**src/rtl/fpu_ctrl_pkg.sv**
```systemverilog
// Shared encodings and default latencies for the FP issue controller.
package fpu_ctrl_pkg;

  typedef enum logic [1:0] {
    FOP_ADD = 2'd0,
    FOP_SUB = 2'd1,
    FOP_MUL = 2'd2,
    FOP_DIV = 2'd3
  } fop_e;

  typedef enum logic [1:0] {
    StIdle = 2'd0,
    StExec = 2'd1,
    StWb   = 2'd2
  } state_e;

  localparam int unsigned ADD_LAT = 2;
  localparam int unsigned MUL_LAT = 3;
  localparam int unsigned DIV_LAT = 12;
  localparam int unsigned CntW    = 4;

endpackage

```
**src/rtl/fpu_lat_counter.sv**
```systemverilog
// Loadable down-counter timing the FPU latency; saturates at zero.
module fpu_lat_counter #(
  parameter int unsigned Width = 4
) (
  input  logic             clk_i,
  input  logic             reset_i,
  input  logic             load_i,
  input  logic [Width-1:0] load_value_i,
  input  logic             dec_i,
  output logic [Width-1:0] value_o,
  output logic             zero_o
);

  logic [Width-1:0] value_q;

  always_ff @(posedge clk_i) begin
    if (reset_i) begin
      value_q <= '0;
    end else if (load_i) begin
      value_q <= load_value_i;
    end else if (dec_i && (value_q != '0)) begin
      value_q <= value_q - 1'b1;
    end
  end

  assign value_o = value_q;
  assign zero_o  = (value_q == '0);

endmodule

```
**src/rtl/fpu_issue_ctrl.sv**
```systemverilog
// FP op sequencer and shared FP regfile write-port arbiter.
// Optional feature: define FPU_DIV_EN to accept DIV; otherwise DIV is rejected via illegal_op_o.
module fpu_issue_ctrl
  import fpu_ctrl_pkg::*;
#(
  parameter int unsigned AddLat = ADD_LAT,
  parameter int unsigned MulLat = MUL_LAT,
  parameter int unsigned DivLat = DIV_LAT
) (
  input  logic        clk_i,
  input  logic        reset_i,
  input  logic        issue_valid_i,
  input  logic [1:0]  issue_op_i,
  input  logic [4:0]  issue_fd_i,
  input  logic [31:0] issue_a_i,
  input  logic [31:0] issue_b_i,
  input  logic        src_valid_i,
  input  logic [4:0]  src_fs_i,
  input  logic [4:0]  src_ft_i,
  input  logic        int_we_i,
  input  logic [4:0]  int_waddr_i,
  input  logic [31:0] int_wdata_i,
  input  logic [31:0] fpu_result_i,
  output logic        issue_ready_o,
  output logic        stall_o,
  output logic        fpu_start_o,
  output logic [1:0]  fpu_op_o,
  output logic [31:0] fpu_a_o,
  output logic [31:0] fpu_b_o,
  output logic        fp_we_o,
  output logic [4:0]  fp_waddr_o,
  output logic [31:0] fp_wdata_o,
  output logic        illegal_op_o
);

  state_e          state_q;
  logic [1:0]      op_q;
  logic [4:0]      fd_q;
  logic [31:0]     a_q, b_q, res_q;
  logic            start_q, illegal_q, squash_q;
  logic            op_ok, accept, busy, waw_hit, fpu_wr;
  logic [CntW-1:0] lat_m1, cnt_value;
  logic            cnt_zero;
  logic            unused_cnt;

  // Counter is loaded with LAT-1 so EXEC lasts exactly LAT cycles.
  always_comb begin
    lat_m1 = CntW'(AddLat - 1);
    unique case (issue_op_i)
      FOP_ADD, FOP_SUB: lat_m1 = CntW'(AddLat - 1);
      FOP_MUL:          lat_m1 = CntW'(MulLat - 1);
      default:          lat_m1 = CntW'(DivLat - 1);
    endcase
  end

`ifdef FPU_DIV_EN
  assign op_ok = 1'b1;
`else
  assign op_ok = (issue_op_i != FOP_DIV);
`endif

  assign busy    = (state_q != StIdle);
  assign accept  = (state_q == StIdle) && issue_valid_i && op_ok;
  assign waw_hit = busy && int_we_i && (int_waddr_i == fd_q);
  assign fpu_wr  = (state_q == StWb) && !int_we_i;

  fpu_lat_counter #(
    .Width (CntW)
  ) u_lat_counter (
    .clk_i        (clk_i),
    .reset_i      (reset_i),
    .load_i       (accept),
    .load_value_i (lat_m1),
    .dec_i        (state_q == StExec),
    .value_o      (cnt_value),
    .zero_o       (cnt_zero)
  );

  assign unused_cnt = ^cnt_value;

  always_ff @(posedge clk_i) begin
    if (reset_i) begin
      state_q   <= StIdle;
      op_q      <= '0;
      fd_q      <= '0;
      a_q       <= '0;
      b_q       <= '0;
      res_q     <= '0;
      start_q   <= 1'b0;
      illegal_q <= 1'b0;
      squash_q  <= 1'b0;
    end else begin
      start_q   <= 1'b0;
      illegal_q <= 1'b0;
      unique case (state_q)
        StIdle: begin
          illegal_q <= issue_valid_i && !op_ok;
          if (accept) begin
            op_q     <= issue_op_i;
            fd_q     <= issue_fd_i;
            a_q      <= issue_a_i;
            b_q      <= issue_b_i;
            start_q  <= 1'b1;
            squash_q <= 1'b0;
            state_q  <= StExec;
          end
        end
        StExec: begin
          if (waw_hit) squash_q <= 1'b1;
          if (cnt_zero) begin
            res_q   <= fpu_result_i;
            state_q <= (squash_q || waw_hit) ? StIdle : StWb;
          end
        end
        StWb: begin
          // A same-cycle integer write to fd supersedes the FPU result.
          if (!int_we_i || waw_hit) state_q <= StIdle;
        end
        default: state_q <= StIdle;
      endcase
    end
  end

  assign issue_ready_o = (state_q == StIdle);
  assign fpu_start_o   = start_q;
  assign fpu_op_o      = op_q;
  assign fpu_a_o       = a_q;
  assign fpu_b_o       = b_q;
  assign illegal_op_o  = illegal_q;

  assign fp_we_o    = fpu_wr || int_we_i;
  assign fp_waddr_o = fpu_wr ? fd_q : int_waddr_i;
  assign fp_wdata_o = fpu_wr ? res_q : int_wdata_i;

  assign stall_o = busy && (issue_valid_i ||
                   (src_valid_i && !squash_q && ((src_fs_i == fd_q) || (src_ft_i == fd_q))));

endmodule
```
**config.mk**
```make
export PLATFORM = sky130hd
export DESIGN_NAME = fpu_issue_ctrl
export DESIGN_NICKNAME = d
export VERILOG_FILES = /design/src/rtl/fpu_ctrl_pkg.sv /design/src/rtl/fpu_lat_counter.sv /design/src/rtl/fpu_issue_ctrl.sv
export SDC_FILE = /design/constraint.sdc
export NUM_CORES = 1
export LEC_CHECK = 0
export ABC_CLOCK_PERIOD_IN_PS = 2350
export BUFFER_PORTS_ARGS = -buffer_cell sky130_fd_sc_hd__buf_2
export CORE_ASPECT_RATIO = 0.5
export CORE_MARGIN = 5
export CORE_UTILIZATION = 37
export DETAILED_ROUTE_END_ITERATION = 8
export PLACE_DENSITY = 0.77
export SYNTH_ARGS = -nofsm -noshare
export SYNTH_HDL_FRONTEND = slang
export SYNTH_HIERARCHICAL = 1
export SYNTH_SLANG_ARGS = --single-unit
```
**constraint.sdc**
```tcl
create_clock -name clk_i -period 2.35 [get_ports clk_i]
set_input_delay 0.1175 -clock clk_i [delete_from_list [all_inputs] [get_ports clk_i]]
set_output_delay 0.1175 -clock clk_i [all_outputs]
set_load 0.05 [all_outputs]
```
==> Word level (Yosys, flattened, before mapping) <==
Cells that the tools add are included.
{ "word_totals": {"wordCells": 69, "regBits": 112, "output_inout_bits": 108, "in_bits": 155} }
{ "op_classes": {"n_bitwise": 1, "n_eq_ne": 12, "n_mux": 14, "reduce_logical": 31, "add_sub_neg": 1} }
{ "op_table": {"columns": ["cell", "count"], "rows": [
  ["$mux 32", 1],
  ["$eq 5x5->1", 3],
  ["$logic_and 1x1->1", 10],
  ["$mux 2", 4],
  ["$mux 4", 2],
  ["$pmux 4 s2", 1],
  ["$ne 2x2->1 const B", 3],
  ["$pmux 2 s3", 1],
  ["$reduce_and 3->1", 2],
  ["$reduce_bool 2->1", 3],
  ["$logic_or 1x1->1", 5],
  ["$mux 5", 1],
  ["$eq 2x1->1 const B", 2],
  ["$eq 2x2->1 const B", 2],
  ["$logic_not 2->1", 2],
  ["$logic_not 4->1", 1],
  ["$ne 2x1->1 const B", 2],
  ["$reduce_and 2->1", 2],
  ["$reduce_bool 4->1", 1],
  ["$reduce_or 2->1", 2],
  ["$sub 4x1->4 const B", 1],
  ["$logic_not 1->1", 3],
  ["$mux 1", 3],
  ["$pmux 1 s2", 1],
  ["$not 1->1", 1]
]} }

==> Depth between registers and ports, before layout <==
Gate-level depths: netlist of the first run.
{ "depth": {"depth_word": 7, "depth_mapped": 9, "depth_no_buf": 7} }

==> By module <==
The synthesis of the first run kept the hierarchy.
{ "by_module_without_submodules": {"columns": ["module", "seq_area_each_um2", "area_each_um2", "instances", "cells_per_inst"], "rows": [
  ["fpu_issue_ctrl", 2162.1, 4828.4, 1, 539],
  ["fpu_lat_counter", 80.1, 262.8, 1, 29]
]} }

==> Worst setup path after synthesis of the first run <==
No wires, ideal clock.
{ "synth_path": {"kind": "flip-flop to flip-flop", "start": "reg state_q[1]", "end": "reg u_lat_counter.value_q[1], in the netlist u_lat_counter/value_o[1]", "path_stages_with_launch": 7, "path_buffers": 1, "setup_ns": 0.122, "period_less_slack_ns": 1.762, "setup_slack_ns": 0.588, "t_required_ns": 2.228, "t_arrival_ns": 1.639, "cell_sequence": "dfxtp_1 nor2_4 nand3_4 inv_4 buf_6 nor3_1 a311o_1"} }
{ "synth_between": {"elab_chain_cells": 4, "word_cells_on_any_way": 7, "classes_between": "eq/ne: 1; mux: 1; reduce/logical: 5"} }
{ "synth_rtl": {"columns": ["element", "line", "text"], "rows": [
  ["from (decl)", "fpu_issue_ctrl.sv:36", "state_e state_q;"],
  ["from (signal assigned)", "fpu_issue_ctrl.sv:83", "state_q <= StIdle;"],
  ["from (signal assigned)", "fpu_issue_ctrl.sv:105", "state_q <= StExec;"],
  ["from (signal assigned)", "fpu_issue_ctrl.sv:112", "state_q <= (squash_q || waw_hit) ? StIdle : StWb;"],
  ["$logic_not 2->1 (*)", null, null],
  ["net issue_ready_o", "fpu_issue_ctrl.sv:24", "output logic issue_ready_o,"],
  ["$logic_and 1x1->1 (*) (2 in series)", "fpu_issue_ctrl.sv:63", "assign accept = (state_q == StIdle) && issue_valid_i && op_ok;"],
  ["net accept", "fpu_issue_ctrl.sv:41", "logic op_ok, accept, busy, waw_hit, fpu_wr;"],
  ["$mux 4 / $reduce_bool 2->1 (equally long branches)", null, null],
  ["to (signal assigned)", "fpu_lat_counter.sv:20", "value_q <= load_value_i;"],
  ["to (signal assigned)", "fpu_lat_counter.sv:22", "value_q <= value_q - 1'b1;"],
  ["to (decl)", "fpu_lat_counter.sv:14", "logic [Width-1:0] value_q;"]
]} }
Mark *: on every way through the listed nets, which the timed path passes. The rest lies on a longest branch.
A chain may end at the register's enable or synchronous reset.

==> Worst setup path after layout of the first run <==
{ "layout_path": {"start": "reg state_q[1]", "end": "out fp_waddr_o[0]"} }
{ "layout_between": {"elab_chain_cells": 3} }
{ "layout_rtl": {"columns": ["element", "line", "text"], "rows": [
  ["$eq 2x2->1", "fpu_issue_ctrl.sv:65", "assign fpu_wr = (state_q == StWb) && !int_we_i;"],
  ["$logic_and 1x1->1", "fpu_issue_ctrl.sv:65", null],
  ["$mux 5", "fpu_issue_ctrl.sv:132", "assign fp_waddr_o = fpu_wr ? fd_q : int_waddr_i;"],
  ["to (decl)", "fpu_issue_ctrl.sv:31", "output logic [4:0] fp_waddr_o,"]
]} }
Every way passes these cells.

==> flow_metrics.py, run 1 <==
metrics = {
    "logic_synthesis": {
        "netlist_instances": 568,
        "synthFlopType": "dfxtp_1",
        "synth_edf_count": 0,
        "ys_warn_count": 6,
        "synth_area_sq_mm": 0.00509,
        "synth_area_leaders": "dfxtp_1 (44%), nand2_1 (13%), mux2_4 (8.8%), a21oi_1 (7.2%), a21oi_2 (5.0%)",
        "yosysSeqAreaShare_pct": 44.0,
        "synth_top_cell_by_area": "dfxtp_1",
        "synth-seq-cells": 112,
        "yosysTopAreaCellShare_pct": 44.0,
        "synth_cell_type_count": 47,
        "avgSynthCellArea_sq_um": 8.96,
        "async_flop_share_pct": 0,
        "syn_nets": 724,
    },
    "detailed_routing": {
        "drtPass1Iterations": 4,
        "ant_nets": 0,
        "drt-initial-drc-count": 162,
        "wl_per_cell_microns": 13.8,
        "vias": 4670,
        "drcViolationCount": 0,
        "vias_per_cell": 4.66,
        "routed_wl_mm": 13.9,
    },
    "final_layout": {
        "fillers": 1312,
        "final_layout_size_suffix_gt1_share_pct": 47.4,
        "regArea_sq_mm": 0.00224,
        "utilization_pct": 50.5,
        "multi_input_area_sq_mm": 0.00253,
        "antenna_cells": 0,
        "finalNetCount": 979,
        "area_growth_pct": 34.0,
    },
    "worst_setup_path": {
        "worstSetupStartpointType": "flop",
        "critPathCaptureType": "output port",
        "arrival_ns": 2.06,
        "required_ns": 2.23,
        "crit_type": "flop to output port",
        "path_max_fanout": 30,
    },
    "die": {
        "die_x_microns": 176,
        "rows": 30,
        "coreArea_sq_mm": 0.0135,
        "die_h_microns": 92.9,
        "initial_core_util_pct": 37.7,
        "io_pins": 263,
        "dieArea_sq_mm": 0.0163,
    },
    "timing": {
        "layout_min_cycle_time_ns": 2.18,
        "fin_crit_sh_pct": 92.7,
        "maxSlewHeadroom_pct": 47.9,
        "rsz0062_at_grt": "no",
        "worst_pin_slew_ns": 0.782,
        "timing.hold.ws_ns": 0.0125,
        "slew_violations": 0,
        "worst_slack_ns": 0.172,
        "fmax_mhz": 459,
        "fin_skew_ns": 0.00626,
        "finalSetupViolCount": 0,
        "setup_tns_ns": 0,
        "finalHoldViolCount": 0,
    },
    "placed_design": {
        "pre_cts_ws_ns": 0.410,
        "gp_congestion": 0.789,
        "hpwl_mm": 10.5,
        "port_buffers": 262,
    },
    "clock_tree": {
        "clk_latency_ns": 0.34,
        "root_buffer": "clkbuf_16",
        "cts_buffers": 9,
        "clk_pin_slew_ns": 0.07,
        "ctsHtreeMaxLevel": 3,
        "cts_max_path_buffers": 2,
        "cts.sinks": 112,
        "cts_tree": "built",
    },
    "power_and_ir_drop": {
        "powerDensity_mw_per_mm2": 730,
        "total_leakage_power_nw": 3.08,
        "ir_drop_v": 0.000320,
    },
    "global_routing": {
        "globalRouteOverflowTotal": 0,
        "grt_use_total_pct": 15.8,
        "grt_pass1_vias": 4604,
        "grt_pass1_wl_mm": 21.5,
        "antenna_found_initial": 0,
        "grt_max_degree": 72,
    },
    "min_path": {
        "hold_path.class": "input port to flop",
    },
    "run_status": {
        "status": "finished, final reports clean",
    },
    "run": {
        "max_cap_violations": 0,
    },
}
==> power breakdown <==
group / internal [mW] / switching (mW) / total, mW
Clock: 0.850 / 0.651 / 1.50
Combinational: 0.439 / 0.924 / 1.36
Sequential: 2.03 / 0.0844 / 2.12
Total: 3.32 / 1.66 / 4.98
==> placed cells by master (no fill, tap or decap), types with 2 or more instances in the layout <==
master / n
clkbuf_1: 2
clkbuf_16: 9
buf_4: 8
a311oi_1: 3
nor3_1: 3
mux2_2: 8
buf_2: 261
a21oi_1: 73
buf_12: 2
inv_1: 6
a21oi_2: 29
xor2_1: 6
dfxtp_1: 112
nor2_1: 9
nor4_1: 3
xnor2_1: 9
dlygate4sd3_1: 10
nor3_2: 2
nand2_1: 181
mux2_4: 30
nand4_1: 3
nand2_2: 29
nand2b_1: 2
==> critical path, stage by stage, from the launching register on <==
cell      delay, ns
dfxtp_1        0.52
nand2b_4       0.12
nor2_8         0.22
buf_12         0.27
mux2_2         0.37
buf_2          0.21
==> cells by family after synthesis <==
| logic type | Yosys count | share of synthesized area [%] |
|---|---|---|
| AO/OA/AOI/OAI | 110 | 13.9 |
| XOR/XNOR | 15 | 2.58 |
| adder cells (fa/ha/maj) | 1 | 0.246 |
| buffers and inverters | 44 | 6.17 |
| flip-flops | 112 | 44.0 |
| multiplexers | 39 | 10.8 |
| other | 1 | 0.0737 |
| AND/OR/NAND/NOR | 246 | 22.2 |
==> timing repair <==
action                    CTS  global route
setup buffers               0             0
hold buffers               10             0
gates resized for setup     0             0
hold endpoints to repair   10             0
==> flip-flops by register name, summed over array words and instances, names as in the netlist <==
name and flops:
state_q 2, illegal_op_o 1, fpu_op_o 2, fpu_b_o 32
fpu_a_o 32, fd_q 5, squash_q 1, res_q 32
u_lat_counter/value_o 4, fpu_start_o 1
==> metrics by stage <==
stage                     std cells  cell area, sq um  power [mW]
after floorplan                 568              5090        3.19
after global placement          978              6430        3.50
after detailed placement        978              6430        3.52
after CTS                      1003              6820        5.05
after global routing           1003              6820        5.22
final                          1003              6820        4.98
==> area by class of cell <==
class | count | area share, %
multi-input cells | 412 | 37.2
flip-flops and latches | 112 | 32.9
repair buffers | 281 | 22.1
clock buffers | 12 | 3.61
well taps | 176 | 3.23
clock inverters | 3 | 0.624
inverters | 7 | 0.422
==> synthesized netlist by cell type, types with 6 or more instances <==
library cell	instances
buf_6	9
a21oi_1	73
inv_1	6
xnor2_1	9
buf_2	12
dfxtp_1	112
nand2_1	181
a21oi_2	29
xor2_1	6
mux2_2	8
nor2_1	9
clkbuf_1	10
mux2_4	30
nand2_2	29
==> worst paths after layout <==
check        cells after the start  slack [ns]                     start       endpoint
min reg2reg                      2        0.45                fpu_a_o[0]     fpu_a_o[0]
min                              3        0.01             issue_b_i[12]    fpu_b_o[12]
max reg2reg                      8        0.41  u_lat_counter/value_o[1]      res_q[20]
max                              5        0.17                state_q[1]  fp_waddr_o[0]
==> layer usage <==
layer / part of all wire, % / GRT usage (%) / vias up
met5: 0 / 0 / -
met4: 2.0 / 5.06 / 0
met3: 4.8 / 3.26 / 25
met2: 55 / 31.8 / 111
met1: 38 / 16.3 / 2162
li1: - / - / 2372
Power figures use the tool's default switching activity.
==> run 2: changes to the inputs <==
--- a/config.mk
+++ b/config.mk
@@ -12,6 +12,7 @@
 export CORE_UTILIZATION = 37
 export DETAILED_ROUTE_END_ITERATION = 8
 export PLACE_DENSITY = 0.77
+export REMOVE_ABC_BUFFERS = 1
 export SYNTH_ARGS = -nofsm -noshare
 export SYNTH_HDL_FRONTEND = slang
 export SYNTH_HIERARCHICAL = 1
==> flow_metrics.py, run 2 (same netlist as run 1, synthesis figures left out) <==
metrics = {
    "worst_setup_path": {
        "critPathCaptureType": "output port",
        "arrival_ns": 2.12,
        "worstPathCellList": "nand2b_4 -> nor2_8 -> buf_12 -> mux2_2 -> buf_2",
        "critPathMaxStageDelay_ns": 0.54,
        "crit_type": "flop to output port",
        "worstSetupStartpointType": "flop",
        "cp_num_buf_inv": 2,
        "crit_family": "flip-flops",
        "path_max_fanout": 20,
        "required_ns": 2.23,
        "cpMaxStageDelayCell": "dfxtp_1",
    },
    "timing": {
        "fin_skew_ns": 0.00739,
        "timing.hold.ws_ns": 0.00797,
        "worst_slack_ns": 0.111,
        "finalSetupViolCount": 0,
        "rsz0062_at_grt": "no",
        "maxSlewHeadroom_pct": 49.8,
        "fin_crit_sh_pct": 95.3,
        "finalHoldViolCount": 0,
        "worst_pin_slew_ns": 0.753,
        "slew_violations": 0,
        "fmax_mhz": 447,
        "layout_min_cycle_time_ns": 2.24,
    },
    "die": {
        "io_pins": 263,
        "dieArea_sq_mm": 0.0163,
        "coreArea_sq_mm": 0.0135,
        "die_x_microns": 176,
        "rows": 30,
        "initial_core_util_pct": 37.7,
        "die_h_microns": 92.9,
    },
    "clock_tree": {
        "ctsHtreeMaxLevel": 3,
        "cts.sinks": 112,
        "cts_buffers": 9,
        "post_cts_resized": 0,
        "clk_pin_slew_ns": 0.08,
        "clk_latency_ns": 0.34,
        "root_buffer": "clkbuf_16",
        "cts_max_path_buffers": 2,
        "cts_tree": "built",
    },
    "placed_design": {
        "port_buffers": 262,
        "gp_congestion": 0.910,
        "hpwl_mm": 11.1,
        "pre_cts_ws_ns": 0.485,
    },
    "detailed_routing": {
        "vias_per_cell": 4.70,
        "ant_nets": 0,
        "drcViolationCount": 0,
        "drtPass1Iterations": 5,
        "routed_wl_mm": 15.4,
        "drt-initial-drc-count": 235,
        "wl_per_cell_microns": 14.9,
        "vias": 4865,
    },
    "global_routing": {
        "antenna_found_initial": 0,
        "grt_max_degree": 72,
        "grt_pass1_wl_mm": 23.7,
        "globalRouteOverflowTotal": 0,
        "grt_pass1_vias": 4845,
        "grt_use_total_pct": 17.7,
    },
    "power_and_ir_drop": {
        "powerDensity_mw_per_mm2": 705,
        "total_leakage_power_nw": 3.22,
        "ir_drop_v": 0.000310,
    },
    "final_layout": {
        "utilization_pct": 53.1,
        "area_growth_pct": 41.0,
        "antenna_cells": 0,
        "layout_common_cells": "buf_2 (261), nand2_1 (181), dfxtp_1 (112)",
        "finalNetCount": 1011,
        "final_layout_size_suffix_gt1_share_pct": 45.8,
        "layout.cells.most_common": "buf_2",
    },
    "run_status": {
        "status": "finished, final reports clean",
    },
    "run": {
        "max_cap_violations": 0,
    },
    "min_path": {
        "hold_path.class": "input port to flop",
    },
}
==> run 2: changes by cell type in the layout (fill, tap and decap cells not counted), sizes merged <==
cell         previous run  this run
inv                     7        11
clkbuf                 12         9
bufinv                  1         0
dlygate4sd3            10        43
buf                   271       270
clkinv                  1         2
==> run 2: path summary, 6_finish.rpt <==
check	slack [ns]	from	end	depth (start not counted)
worst max-delay path	0.11	state_q[1]	fp_waddr_o[2]	5
worst max register to register	0.47	u_lat_counter/value_o[1]	res_q[19]	8
worst min register to register	0.45	fpu_b_o[22]	fpu_b_o[22]	2
worst min-delay path	0.008	issue_b_i[18]	fpu_b_o[18]	3
==> run 2: area by class of cell <==
class	instances	area, sq um
inverter	7	28.8
multi-input combinational	412	2530
sequential	112	2240
fill	1265	6330
clock inverter	7	72.6
tap	176	220
clock buffer	9	225
timing repair buffer	313	1850
==> run 2: worst reg2reg max path: cells and delay by family, from the launching register on <==
kind / cells / cell delay (ns)
AO/OA/AOI/OAI: 1 / 0.13
adder cells (fa/ha/maj): 1 / 0.22
AND/OR/NAND/NOR: 3 / 0.71
buffers and inverters: 3 / 0.42
flip-flops: 1 / 0.33
==> run 2: stage by stage <==
step                instance area (sq um)  power [mW]  std cells  TNS [ns]
floorplan                            4810        3.09        531    -0.545
detailed placement                   6450        3.54        977         0
finish                               7180        5.06       1036         0
global route                         7180        5.31       1036         0
CTS                                  7150        5.11       1033         0
global placement                     6450        3.51        977         0
==> run 2: repair_timing <==
item                                   4_1_cts  5_1_grt
buffers inserted                             0        0
hold buffers                                40        3
endpoints found under the hold margin       40        3
==> run 2: metal layers <==
layer / routed length, microns / up-vias / part of all wire, % / track usage (%)
li1: - / 2437 / - / -
met1: 5880 / 2229 / 38 / 19.7
met2: 8300 / 161 / 54 / 33.7
met3: 887 / 38 / 5.7 / 4.98
met4: 366 / 0 / 2.4 / 4.35
met5: 0 / - / 0 / 0
==> run 2: where the power goes <==
group	switching (mW)	internal, mW	leakage (nW)
clock network	0.762	0.755	0.143
logic	0.950	0.478	2.16
registers	0.0852	2.03	0.915
